### src/rtl/mshr_merge_if.sv
`default_nettype none
// ============================================================================
// Module      : mshr_merge_if
// Description : Miss / fill / issue / lookup bundle between the cache miss
//               path (master) and the MSHR (slave).
// Revision    : 1.0 - initial release
// ============================================================================
interface mshr_merge_if #(
    parameter int ADDR_TAG_BITS = 20,
    parameter int DATA_BITS     = 90,
    parameter int MERGE_BITS    = 3
);
    logic                     enable;
    logic                     add;
    logic [ADDR_TAG_BITS-1:0] add_addr_tag;
    logic [DATA_BITS-1:0]     add_addr_data;
    logic                     add_addr_RW;
    logic                     add_ready;
    logic                     add_merged;
    logic                     del;
    logic [ADDR_TAG_BITS-1:0] del_addr_tag;
    logic                     del_hit;
    logic [MERGE_BITS-1:0]    del_count;
    logic                     read_next;
    logic                     read_valid;
    logic [ADDR_TAG_BITS-1:0] read_addr_tag;
    logic [DATA_BITS-1:0]     read_addr_data;
    logic                     read_RW;
    logic                     isRW_request;
    logic [ADDR_TAG_BITS-1:0] isRW_tag;
    logic                     isRW_valid;
    logic                     isRW_RW;
    logic                     full;
    logic                     empty;

    modport master (
        output enable, add, add_addr_tag, add_addr_data, add_addr_RW,
               del, del_addr_tag, read_next, isRW_request, isRW_tag,
        input  add_ready, add_merged, del_hit, del_count, read_valid,
               read_addr_tag, read_addr_data, read_RW, isRW_valid, isRW_RW,
               full, empty
    );

    modport slave (
        input  enable, add, add_addr_tag, add_addr_data, add_addr_RW,
               del, del_addr_tag, read_next, isRW_request, isRW_tag,
        output add_ready, add_merged, del_hit, del_count, read_valid,
               read_addr_tag, read_addr_data, read_RW, isRW_valid, isRW_RW,
               full, empty
    );
endinterface
`default_nettype wire

### src/rtl/mshr_merge.sv
`default_nettype none
// ============================================================================
// Module      : mshr_merge
// Description : Miss status holding registers. Tracks outstanding misses,
//               merges secondary misses into an existing tag, issues un-sent
//               misses lowest index first and frees entries by tag on fill.
//               Optional MSHR_STATS_EN adds occupancy / merge_total outputs.
// Revision    : 1.0 - initial release
// ============================================================================
module mshr_merge #(
    parameter int ADDR_TAG_BITS = 20,
    parameter int DATA_BITS     = 90,
    parameter int ENTRIES       = 8,
    parameter int IDX_BITS      = 3,
    parameter int MERGE_BITS    = 3
) (
    input  wire logic          clk,
    input  wire logic          reset,
    mshr_merge_if.slave        bus
`ifdef MSHR_STATS_EN
    ,
    output logic [IDX_BITS:0]  occupancy,
    output logic [15:0]        merge_total
`endif
);

    localparam logic [MERGE_BITS-1:0] C_CNT_MAX = {MERGE_BITS{1'b1}};

    logic [ENTRIES-1:0]       r_valid;
    logic [ENTRIES-1:0]       r_issued;
    logic [ENTRIES-1:0]       r_rw;
    logic [ADDR_TAG_BITS-1:0] r_tag  [ENTRIES];
    logic [DATA_BITS-1:0]     r_data [ENTRIES];
    logic [MERGE_BITS-1:0]    r_cnt  [ENTRIES];

    logic [ENTRIES-1:0]    w_add_vec, w_del_vec, w_isrw_vec;
    logic                  w_free_found, w_cand_found;
    logic [IDX_BITS-1:0]   w_free_idx, w_cand_idx;
    logic [MERGE_BITS-1:0] w_del_cnt;
    logic                  w_isrw_rw;
    logic                  w_add_hit, w_add_ok, w_add_merge, w_add_alloc;
    logic                  w_del_ok, w_del_hit, w_pop;

    // Tag match vectors against the state held at the start of the cycle.
    always_comb begin
        w_add_vec  = '0;
        w_del_vec  = '0;
        w_isrw_vec = '0;
        for (int i = 0; i < ENTRIES; i++) begin
            w_add_vec[i]  = r_valid[i] && (r_tag[i] == bus.add_addr_tag);
            w_del_vec[i]  = r_valid[i] && (r_tag[i] == bus.del_addr_tag);
            w_isrw_vec[i] = r_valid[i] && (r_tag[i] == bus.isRW_tag);
        end
    end

    // Lowest-index free slot and lowest-index un-issued candidate.
    always_comb begin
        w_free_found = 1'b0;
        w_free_idx   = '0;
        w_cand_found = 1'b0;
        w_cand_idx   = '0;
        for (int i = ENTRIES - 1; i >= 0; i--) begin
            if (!r_valid[i]) begin
                w_free_found = 1'b1;
                w_free_idx   = IDX_BITS'(i);
            end
            if (r_valid[i] && !r_issued[i]) begin
                w_cand_found = 1'b1;
                w_cand_idx   = IDX_BITS'(i);
            end
        end
    end

    // Tags are unique, so at most one entry matches; OR-select its fields.
    always_comb begin
        w_del_cnt = '0;
        w_isrw_rw = 1'b0;
        for (int i = 0; i < ENTRIES; i++) begin
            if (w_del_vec[i])  w_del_cnt = w_del_cnt | r_cnt[i];
            if (w_isrw_vec[i]) w_isrw_rw = w_isrw_rw | r_rw[i];
        end
    end

    assign w_add_hit   = |w_add_vec;
    assign w_add_ok    = bus.enable && bus.add;
    assign w_add_merge = w_add_ok && w_add_hit;
    // A slot freed by a same-cycle del is not visible here: full is pre-cycle.
    assign w_add_alloc = w_add_ok && !w_add_hit && w_free_found;
    assign w_del_ok    = bus.enable && bus.del;
    assign w_del_hit   = w_del_ok && (|w_del_vec);
    assign w_pop       = bus.enable && bus.read_next && w_cand_found;

    assign bus.add_ready      = w_add_merge || w_add_alloc;
    assign bus.add_merged     = w_add_merge;
    assign bus.del_hit        = w_del_hit;
    assign bus.del_count      = w_del_hit ? w_del_cnt : '0;
    assign bus.read_valid     = w_cand_found;
    assign bus.read_addr_tag  = w_cand_found ? r_tag[w_cand_idx]  : '0;
    assign bus.read_addr_data = w_cand_found ? r_data[w_cand_idx] : '0;
    assign bus.read_RW        = w_cand_found ? r_rw[w_cand_idx]   : 1'b0;
    assign bus.isRW_valid     = bus.isRW_request && (|w_isrw_vec);
    assign bus.isRW_RW        = bus.isRW_valid ? w_isrw_rw : 1'b0;
    assign bus.full           = &r_valid;
    assign bus.empty          = ~|r_valid;

    // Entry update; del is applied last so it wins over merge and issue.
    always_ff @(posedge clk) begin
        if (reset) begin
            r_valid  <= '0;
            r_issued <= '0;
            r_rw     <= '0;
            for (int i = 0; i < ENTRIES; i++) begin
                r_tag[i]  <= '0;
                r_data[i] <= '0;
                r_cnt[i]  <= '0;
            end
        end else begin
            for (int i = 0; i < ENTRIES; i++) begin
                if (w_add_merge && w_add_vec[i]) begin
                    r_rw[i] <= r_rw[i] | bus.add_addr_RW;
                    if (r_cnt[i] != C_CNT_MAX)
                        r_cnt[i] <= r_cnt[i] + MERGE_BITS'(1);
                end
                if (w_add_alloc && (w_free_idx == IDX_BITS'(i))) begin
                    r_valid[i]  <= 1'b1;
                    r_issued[i] <= 1'b0;
                    r_cnt[i]    <= '0;
                    r_rw[i]     <= bus.add_addr_RW;
                    r_tag[i]    <= bus.add_addr_tag;
                    r_data[i]   <= bus.add_addr_data;
                end
                if (w_pop && (w_cand_idx == IDX_BITS'(i)))
                    r_issued[i] <= 1'b1;
                if (w_del_ok && w_del_vec[i]) begin
                    r_valid[i]  <= 1'b0;
                    r_issued[i] <= 1'b0;
                    r_cnt[i]    <= '0;
                end
            end
        end
    end

`ifdef MSHR_STATS_EN
    logic [IDX_BITS:0] r_occupancy;
    logic [15:0]       r_merge_total;

    // Occupancy follows the valid vector; merge_total wraps naturally.
    always_ff @(posedge clk) begin
        if (reset) begin
            r_occupancy   <= '0;
            r_merge_total <= '0;
        end else begin
            r_occupancy   <= r_occupancy + (IDX_BITS+1)'(w_add_alloc)
                                         - (IDX_BITS+1)'(w_del_hit);
            r_merge_total <= r_merge_total + 16'(w_add_merge);
        end
    end

    assign occupancy   = r_occupancy;
    assign merge_total = r_merge_total;
`endif

endmodule
`default_nettype wire
### src/flat_wrapper.sv
// flat-port wrapper written by rule: the top's interface ports become plain ports
module mshr_merge_flat 
#(
    parameter int ADDR_TAG_BITS = 20,
    parameter int DATA_BITS     = 90,
    parameter int ENTRIES       = 8,
    parameter int IDX_BITS      = 3,
    parameter int MERGE_BITS    = 3
)
  (clk, reset, bus_enable, bus_add, bus_add_addr_tag, bus_add_addr_data, bus_add_addr_RW, bus_del, bus_del_addr_tag, bus_read_next, bus_isRW_request, bus_isRW_tag, bus_add_ready, bus_add_merged, bus_del_hit, bus_del_count, bus_read_valid, bus_read_addr_tag, bus_read_addr_data, bus_read_RW, bus_isRW_valid, bus_isRW_RW, bus_full, bus_empty);
  mshr_merge_if #(.ADDR_TAG_BITS(ADDR_TAG_BITS), .DATA_BITS(DATA_BITS), .MERGE_BITS(MERGE_BITS)) bus_i ();
  input  wire logic clk;
  input  wire logic reset;
  input wire logic [$bits(bus_i.enable)-1:0] bus_enable;
  input wire logic [$bits(bus_i.add)-1:0] bus_add;
  input wire logic [$bits(bus_i.add_addr_tag)-1:0] bus_add_addr_tag;
  input wire logic [$bits(bus_i.add_addr_data)-1:0] bus_add_addr_data;
  input wire logic [$bits(bus_i.add_addr_RW)-1:0] bus_add_addr_RW;
  input wire logic [$bits(bus_i.del)-1:0] bus_del;
  input wire logic [$bits(bus_i.del_addr_tag)-1:0] bus_del_addr_tag;
  input wire logic [$bits(bus_i.read_next)-1:0] bus_read_next;
  input wire logic [$bits(bus_i.isRW_request)-1:0] bus_isRW_request;
  input wire logic [$bits(bus_i.isRW_tag)-1:0] bus_isRW_tag;
  output wire logic [$bits(bus_i.add_ready)-1:0] bus_add_ready;
  output wire logic [$bits(bus_i.add_merged)-1:0] bus_add_merged;
  output wire logic [$bits(bus_i.del_hit)-1:0] bus_del_hit;
  output wire logic [$bits(bus_i.del_count)-1:0] bus_del_count;
  output wire logic [$bits(bus_i.read_valid)-1:0] bus_read_valid;
  output wire logic [$bits(bus_i.read_addr_tag)-1:0] bus_read_addr_tag;
  output wire logic [$bits(bus_i.read_addr_data)-1:0] bus_read_addr_data;
  output wire logic [$bits(bus_i.read_RW)-1:0] bus_read_RW;
  output wire logic [$bits(bus_i.isRW_valid)-1:0] bus_isRW_valid;
  output wire logic [$bits(bus_i.isRW_RW)-1:0] bus_isRW_RW;
  output wire logic [$bits(bus_i.full)-1:0] bus_full;
  output wire logic [$bits(bus_i.empty)-1:0] bus_empty;
  assign bus_i.enable = bus_enable;
  assign bus_i.add = bus_add;
  assign bus_i.add_addr_tag = bus_add_addr_tag;
  assign bus_i.add_addr_data = bus_add_addr_data;
  assign bus_i.add_addr_RW = bus_add_addr_RW;
  assign bus_i.del = bus_del;
  assign bus_i.del_addr_tag = bus_del_addr_tag;
  assign bus_i.read_next = bus_read_next;
  assign bus_i.isRW_request = bus_isRW_request;
  assign bus_i.isRW_tag = bus_isRW_tag;
  assign bus_add_ready = bus_i.add_ready;
  assign bus_add_merged = bus_i.add_merged;
  assign bus_del_hit = bus_i.del_hit;
  assign bus_del_count = bus_i.del_count;
  assign bus_read_valid = bus_i.read_valid;
  assign bus_read_addr_tag = bus_i.read_addr_tag;
  assign bus_read_addr_data = bus_i.read_addr_data;
  assign bus_read_RW = bus_i.read_RW;
  assign bus_isRW_valid = bus_i.isRW_valid;
  assign bus_isRW_RW = bus_i.isRW_RW;
  assign bus_full = bus_i.full;
  assign bus_empty = bus_i.empty;
  mshr_merge #(.ADDR_TAG_BITS(ADDR_TAG_BITS), .DATA_BITS(DATA_BITS), .ENTRIES(ENTRIES), .IDX_BITS(IDX_BITS), .MERGE_BITS(MERGE_BITS)) u_core (.clk(clk), .reset(reset), .bus(bus_i));
endmodule
### config.mk
export PLATFORM = sky130hd
export DESIGN_NAME = mshr_merge_flat
export DESIGN_NICKNAME = d
export VERILOG_FILES = /design/src/rtl/mshr_merge_if.sv /design/src/rtl/mshr_merge.sv /design/src/flat_wrapper.sv
export SDC_FILE = /design/constraint.sdc
export NUM_CORES = 2
export LEC_CHECK = 0
export ABC_AREA = 1
export CORE_UTILIZATION = 25
export CTS_BUF_LIST = sky130_fd_sc_hd__clkbuf_8 sky130_fd_sc_hd__clkbuf_16
export CTS_CLUSTER_DIAMETER = 30
export DETAILED_ROUTE_END_ITERATION = 7
export SYNTH_ARGS = -nofsm -noshare
export SYNTH_HDL_FRONTEND = slang
export SYNTH_SLANG_ARGS = --single-unit
### constraint.sdc
create_clock -name clk -period 5.86 [get_ports clk]
set_clock_uncertainty 0.2 [all_clocks]
set_input_delay 0.586 -clock clk [delete_from_list [all_inputs] [get_ports clk]]
set_output_delay 0.586 -clock clk [all_outputs]
set_load 0.02 [all_outputs]
* Word-level counts from Yosys, hierarchy flattened
Memories as Yosys holds them, arrays and structs flattened.
Cells that the tools add are included.
** Word-level totals
- Bits in writable memories :: 904
- Memories kept :: 3
- Input port bits :: 158
- Register bits after elaboration :: 24
** Operators by class
- Add/subtract/negate cells :: 8
- Mux-type cells :: 209
- Order comparisons :: 1
- Equal/unequal tests :: 46
- Reduce and logical (&&, ||, !) cells :: 115
- Bitwise logic cells :: 62
** Memories
- u_core.r_data :: words 8, bits a word 90, rd ports 1, clocked after memory_dff 0, wr ports 8, RTL line mshr_merge.sv:33 : logic [DATA_BITS-1:0] r_data [ENTRIES];
- u_core.r_tag :: words 8, bits a word 20, rd ports 9, clocked after memory_dff 0, wr ports 8, RTL line mshr_merge.sv:32 : logic [ADDR_TAG_BITS-1:0] r_tag [ENTRIES];
- u_core.r_cnt :: words 8, bits a word 3, rd ports 8, clocked after memory_dff 0, wr ports 8, RTL line mshr_merge.sv:34 : logic [MERGE_BITS-1:0] r_cnt [ENTRIES];
** Operators with widths (count)
- two-way mux 90 bit :: 9
- == test 20 bit :: 24
- two-way mux 20 bit :: 9
- two-way mux 3 bit :: 49
- two-way mux 1 bit :: 141
- logical AND 1 bit :: 73
- bitwise OR 1 bit :: 55
- nonzero test 2 bit :: 16
- OR reduction 8 bit :: 4
- adder 3 x 1 -> 3 bit (second input constant) :: 8
- == test 3 bit (second input constant) :: 8
- inequality test 3 bit (second input constant) :: 8
- bitwise OR 3 bit :: 7
- OR reduction 2 bit :: 8
- == test 3 x 2 -> 1 bit (second input constant) :: 4
- zero test 1 bit :: 10
- AND reduction 8 bit :: 1
- == test 3 x 1 -> 1 bit (second input constant) :: 2
- zero test 3 bit :: 2
- < comparator 3 x 4 -> 1 bit (second input constant) :: 1
- binary-select mux 1 bit (select 3 bit) :: 1
- logical OR 1 bit :: 1

* Longest topological paths before layout
- Depth after elaboration :: 18
- Mapped depth :: 16

* Least setup slack after synthesis
No wires, ideal clock.
- Path type :: input-to-reg
- Start :: input bus_add_addr_tag[9]
- End :: memory u_core.r_data[2][0], enable pin
- Data required time :: 5187 ps
- Library setup time :: 473 ps
- Setup slack :: 732 ps
- Cell stages on the path :: 13
- Data arrival time :: 4455 ps
- Cells stage by stage :: buf_4 inv_4 buf_4 nand2_1 nand3_1 nor2_1 nand3_1 nand2_2 nor2_8 nand4_4 buf_6 buf_2 nand2_1
** RTL lines
- start: declaration :: RTL line flat_wrapper.sv:16 : input wire logic [$bits(bus_i.add_addr_tag)-1:0] bus_add_addr_tag;
- end: declaration :: RTL line mshr_merge.sv:33

* Worst setup path in the final report
- Start :: register u_core.r_valid[0]
- End :: output bus_read_addr_data[17]
** On the way
- Longest elaborated chain between the ends :: 4
** RTL lines
- start: declaration :: RTL line mshr_merge.sv:29 : logic [ENTRIES-1:0] r_valid;
- start signal: assignment :: RTL line mshr_merge.sv:109 : r_valid <= '0;
- start signal: indexed assignment :: RTL line mshr_merge.sv:125 : r_valid[i] <= 1'b1;
- start signal: indexed assignment :: RTL line mshr_merge.sv:135 : r_valid[i] <= 1'b0;
- logical AND 1 bit (*) :: RTL line mshr_merge.sv:67 : if (r_valid[i] && !r_issued[i]) begin
- two-way mux 3 bit :: RTL line mshr_merge.sv:67
- memory (8 x 90 bit)
- two-way mux 90 bit (*) :: RTL line mshr_merge.sv:99 : assign bus.read_addr_data = w_cand_found ? r_data[w_cand_idx] : '0;
- end: declaration :: RTL line flat_wrapper.sv:30 : output wire logic [$bits(bus_i.read_addr_data)-1:0] bus_read_addr_data;
Every way passes the cells marked *; elsewhere a longest branch is shown, timed or not.

==> impl_metrics.py <==
metrics = {
    "timing": {
        "max_freq_ghz": 0.1786,
        "max_slew_margin_pct": 32.24,
        "fin_crit_ns": 5.601,
        "rsz0062_at_grt": "no",
        "fin_tns_setup_ns": 0,
        "final_max_slew_viol_count": 0,
        "setup_ws_ns": 0.2593,
        "setup_violations": 0,
        "tightestPinTransition_ns": 1.016,
        "hold_viol": 0,
        "layout_worst_path_cycle_share_pct": 95.57,
    },
    "synthesis": {
        "synth_compound_area_share_pct": 9.514,
        "synth_top_family_by_area": "simple AND/OR/NAND/NOR gates",
        "synth.most_common_cell": "nor2_1",
        "yosysSeqAreaShare_pct": 57.02,
        "synth_xor_xnor_area_share_pct": 1.898,
        "yosysWarnings": 0,
        "synth.largest_area_cell": "edfxtp_1",
        "synth_edf_count": 904,
        "ys_ff_latch": 928,
        "muxShareOfSynthArea_pct": 0,
        "synth_cells": 5573,
        "yosys-top-cells-area": "edfxtp_1, nor2_1, nand2_1, inv_1, o21ai_0",
        "synthSimpleGateAreaFrac_pct": 23.66,
        "synth_commonest_cells": "nor2_1, nand2_1, edfxtp_1, inv_1, o21ai_0",
        "syn_area_per_cell_sq_um": 8.694,
        "synth_flop_cell": "edfxtp_1",
        "syn_nets": 5747,
        "synth_cell_types": 47,
        "async_flop_share_pct": 0,
        "synthAdderAreaFrac_pct": 0.4132,
        "synth_top_area_share_pct": 56.03,
        "synth_area_sq_um": 48450,
    },
    "pwr": {
        "clkPwrFrac_pct": 55.6,
        "leakagePower_uw": 0.02696,
        "peakVddDrop_uv": 293.8,
        "combPwrFrac_pct": 9.4,
        "p_int_uw": 16650,
        "p_sw_share_pct": 25.95,
        "power_density_nw_per_um2": 354.0,
        "pwr-share-seq_pct": 35.0,
        "net-switching-power_uw": 5832,
    },
    "setup_path": {
        "path_cells": "inv_2 > nor2_1 > inv_2 > nand2_1 > a31oi_4 > nand2_4 > buf_12 > buf_6 > o21ai_0 > nor2_1 > o311ai_0 > nand2_1 > clkdlybuf4s50_1",
        "arrival_ns": 4.81,
        "cp-start-kind": "register",
        "path_depth": 13,
        "crit_family": "buffers and inverters",
        "r2r_cells": 13,
        "cp.required_ns": 5.07,
        "endpoint": "bus_read_addr_data[17]",
        "slowest_delay_ns": 0.62,
        "crit_type": "reg2out",
        "r2r_end": "u_core.r_data[1][62]$_SDFFCE_PN0P_",
        "cpMaxStageDelayCell": "buf_6",
        "crit_buf_inv": 5,
        "rrSetupSlack_ns": 1.49,
        "timing.critical_path.to_type": "output pin",
        "cp-startpoint": "u_core.r_valid[0]$_SDFFE_PP0P_",
        "worst-path-max-fanout": 130,
        "reg2reg_from": "u_core.r_tag[2][10]$_SDFFCE_PN0P_",
    },
    "clocking": {
        "cts_tree": "done",
        "cts.htree.levels": 4,
        "postCtsSetupBuffers": 0,
        "clk_latency_ns": 0.87,
        "cts_resized": 0,
        "cts_buffers": 217,
        "clk_pin_slew_ns": 0.04,
        "cts_root_buf": "clkbuf_16",
        "hold_buffers": 0,
        "cts.path.max_buffers": 3,
        "clock_sinks": 928,
    },
    "die": {
        "die-area_sq_um": 195600,
        "die_w_um": 442.2,
        "dieHeight_um": 442.2,
        "initial_utilization_pct": 25.16,
        "ioPinCount": 280,
        "rows": 161,
        "core_sq_um": 192600,
    },
    "grt": {
        "antenna_found_initial": 14,
        "overflow": 0,
        "grt_pass1_wl_um": 355000,
        "grt_use_met3_pct": 4.300,
        "use_met2_pct": 41.92,
        "grt_pass1_vias": 43410,
        "track_usage_pct": 26.06,
        "grt_start_max_net_pins": 131,
        "top_usage_layer": "met2",
        "met1_usage_pct": 32.93,
    },
    "placed_design": {
        "gp_congestion": 1.058,
        "io_buffers": 279,
        "place_ws_ns": 0.9098,
        "post-dp-hpwl_um": 189200,
    },
    "routing": {
        "vias": 44750,
        "drt_wl_total_um": 262000,
        "routed_via_density": 5.110,
        "post_drt_wl_per_cell_um": 29.92,
        "ant_nets": 0,
        "dr.pass1.iters": 7,
        "drtIter0Drc": 4939,
        "drc": 0,
    },
    "worst_hold_path": {
        "hold_path_class": "in2reg",
        "holdCritStartpoint": "bus_add_addr_RW",
        "min_path_cells": 3,
    },
    "final_layout": {
        "fillCellCount": 19920,
        "fin_nets": 6212,
        "drive_above_1_share_pct": 10.54,
        "area_growth_pct": 31.05,
    },
    "run": {
        "maxCapViolCount": 0,
    },
    "run_status": {
        "outcome": "finished clean",
    },
}
[placed cells by master, fill, tap and decap left out, types with 37 or more instances in the layout]
cell type	n
a21oi_1	74
bufinv_16	37
clkdlybuf4s50_1	278
inv_1	610
nor2_1	1436
nand4_1	52
nand2_1	1200
o311ai_1	93
xnor2_1	84
nand3_1	125
o311ai_0	87
o21ai_0	266
buf_4	200
buf_12	52
edfxtp_1	904
clkinv_1	45
o22ai_1	164
clkbuf_16	219
[power by group through the flow]
stage,logic (uW),clock network (uW),registers (uW)
finish,2110,12500,7860
detailed placement,2070,0,7970
global route,2200,13000,7870
global placement,2080,0,7960
floorplan,953,0,7880
CTS,2080,12600,7850
[cell families (layout without fill, tap and decap cells)]
logic type / Yosys count / in the layout
buf+inv: 901 / 1554
flops: 928 / 928
xor+xnor: 105 / 105
compound gates: 725 / 725
other cells: 0 / 4
fa+ha+maj: 16 / 16
simple gates: 2898 / 2898
[sequential cells by signal (all words and copies together) (netlist names)]
| register | flops |
|---|---|
| u_core.r_valid | 8 |
| u_core.r_tag | 160 |
| u_core.r_data | 720 |
| u_core.r_cnt | 24 |
| u_core.r_issued | 8 |
| u_core.r_rw | 8 |
[layout make-up]
cell class              instances  area (sq um)  share of cell area [%]
flip-flops and latches        928         27630                   43.51
multi-input cells            3744         17310                   27.26
clock buffers                 220          5483                   8.636
repair buffers                533          5389                   8.488
well taps                    2526          3161                   4.978
inverters                     614          2313                   3.644
clock inverters               187          2200                   3.464
diodes                          4         10.01                 0.01577
[worst min path at each step]
stage	to	slack, ns
3_3_place_gp	u_core.r_issued[7]$_SDFFE_PP0P_	0.25
2_1_floorplan	u_core.r_issued[3]$_SDFFE_PP0P_	0.23
4_1_cts	u_core.r_rw[7]$_SDFFE_PP0P_	0.11
5_1_grt	u_core.r_rw[7]$_SDFFE_PP0P_	0.16
6_report	u_core.r_rw[7]$_SDFFE_PP0P_	0.18
3_5_place_dp	u_core.r_issued[7]$_SDFFE_PP0P_	0.25
[per-stage QoR]
stage	utilization (%)	std cells	hold WS, ns	cell area, sq um	total power [uW]
global route	32.97	8755	0.1584	63490	23030
floorplan	-	5573	0.2313	48450	8829
detailed placement	28.96	8344	0.2520	55760	10040
CTS	32.94	8751	0.1138	63440	22560
global placement	28.96	8344	0.2487	55760	10040
finish	32.97	8756	0.1788	63490	22480
[worst register-to-register path, cell delays in order (launching register included)]
cell and delay [ns]:
edfxtp_1 0.63, inv_1 0.29, nand2_1 0.11, nand2_1 0.17, nand3b_1 0.21, nor2_1 0.26
nand3_1 0.39, nand2_2 0.26, nor2_8 0.07, buf_4 0.20, nand4_4 0.11, buf_4 0.46
buf_4 0.59, nor2_1 0.15
[metal layers]
metal  wire [um]  share of wire, %  vias to the layer above
met4       17090               6.5                        6
li1            -                 -                    19580
met2      120800                46                     2319
met3       18000               6.9                      611
met5          36             0.014                        -
met1      106100                40                    22230
(Power assumes the default switching activity.)
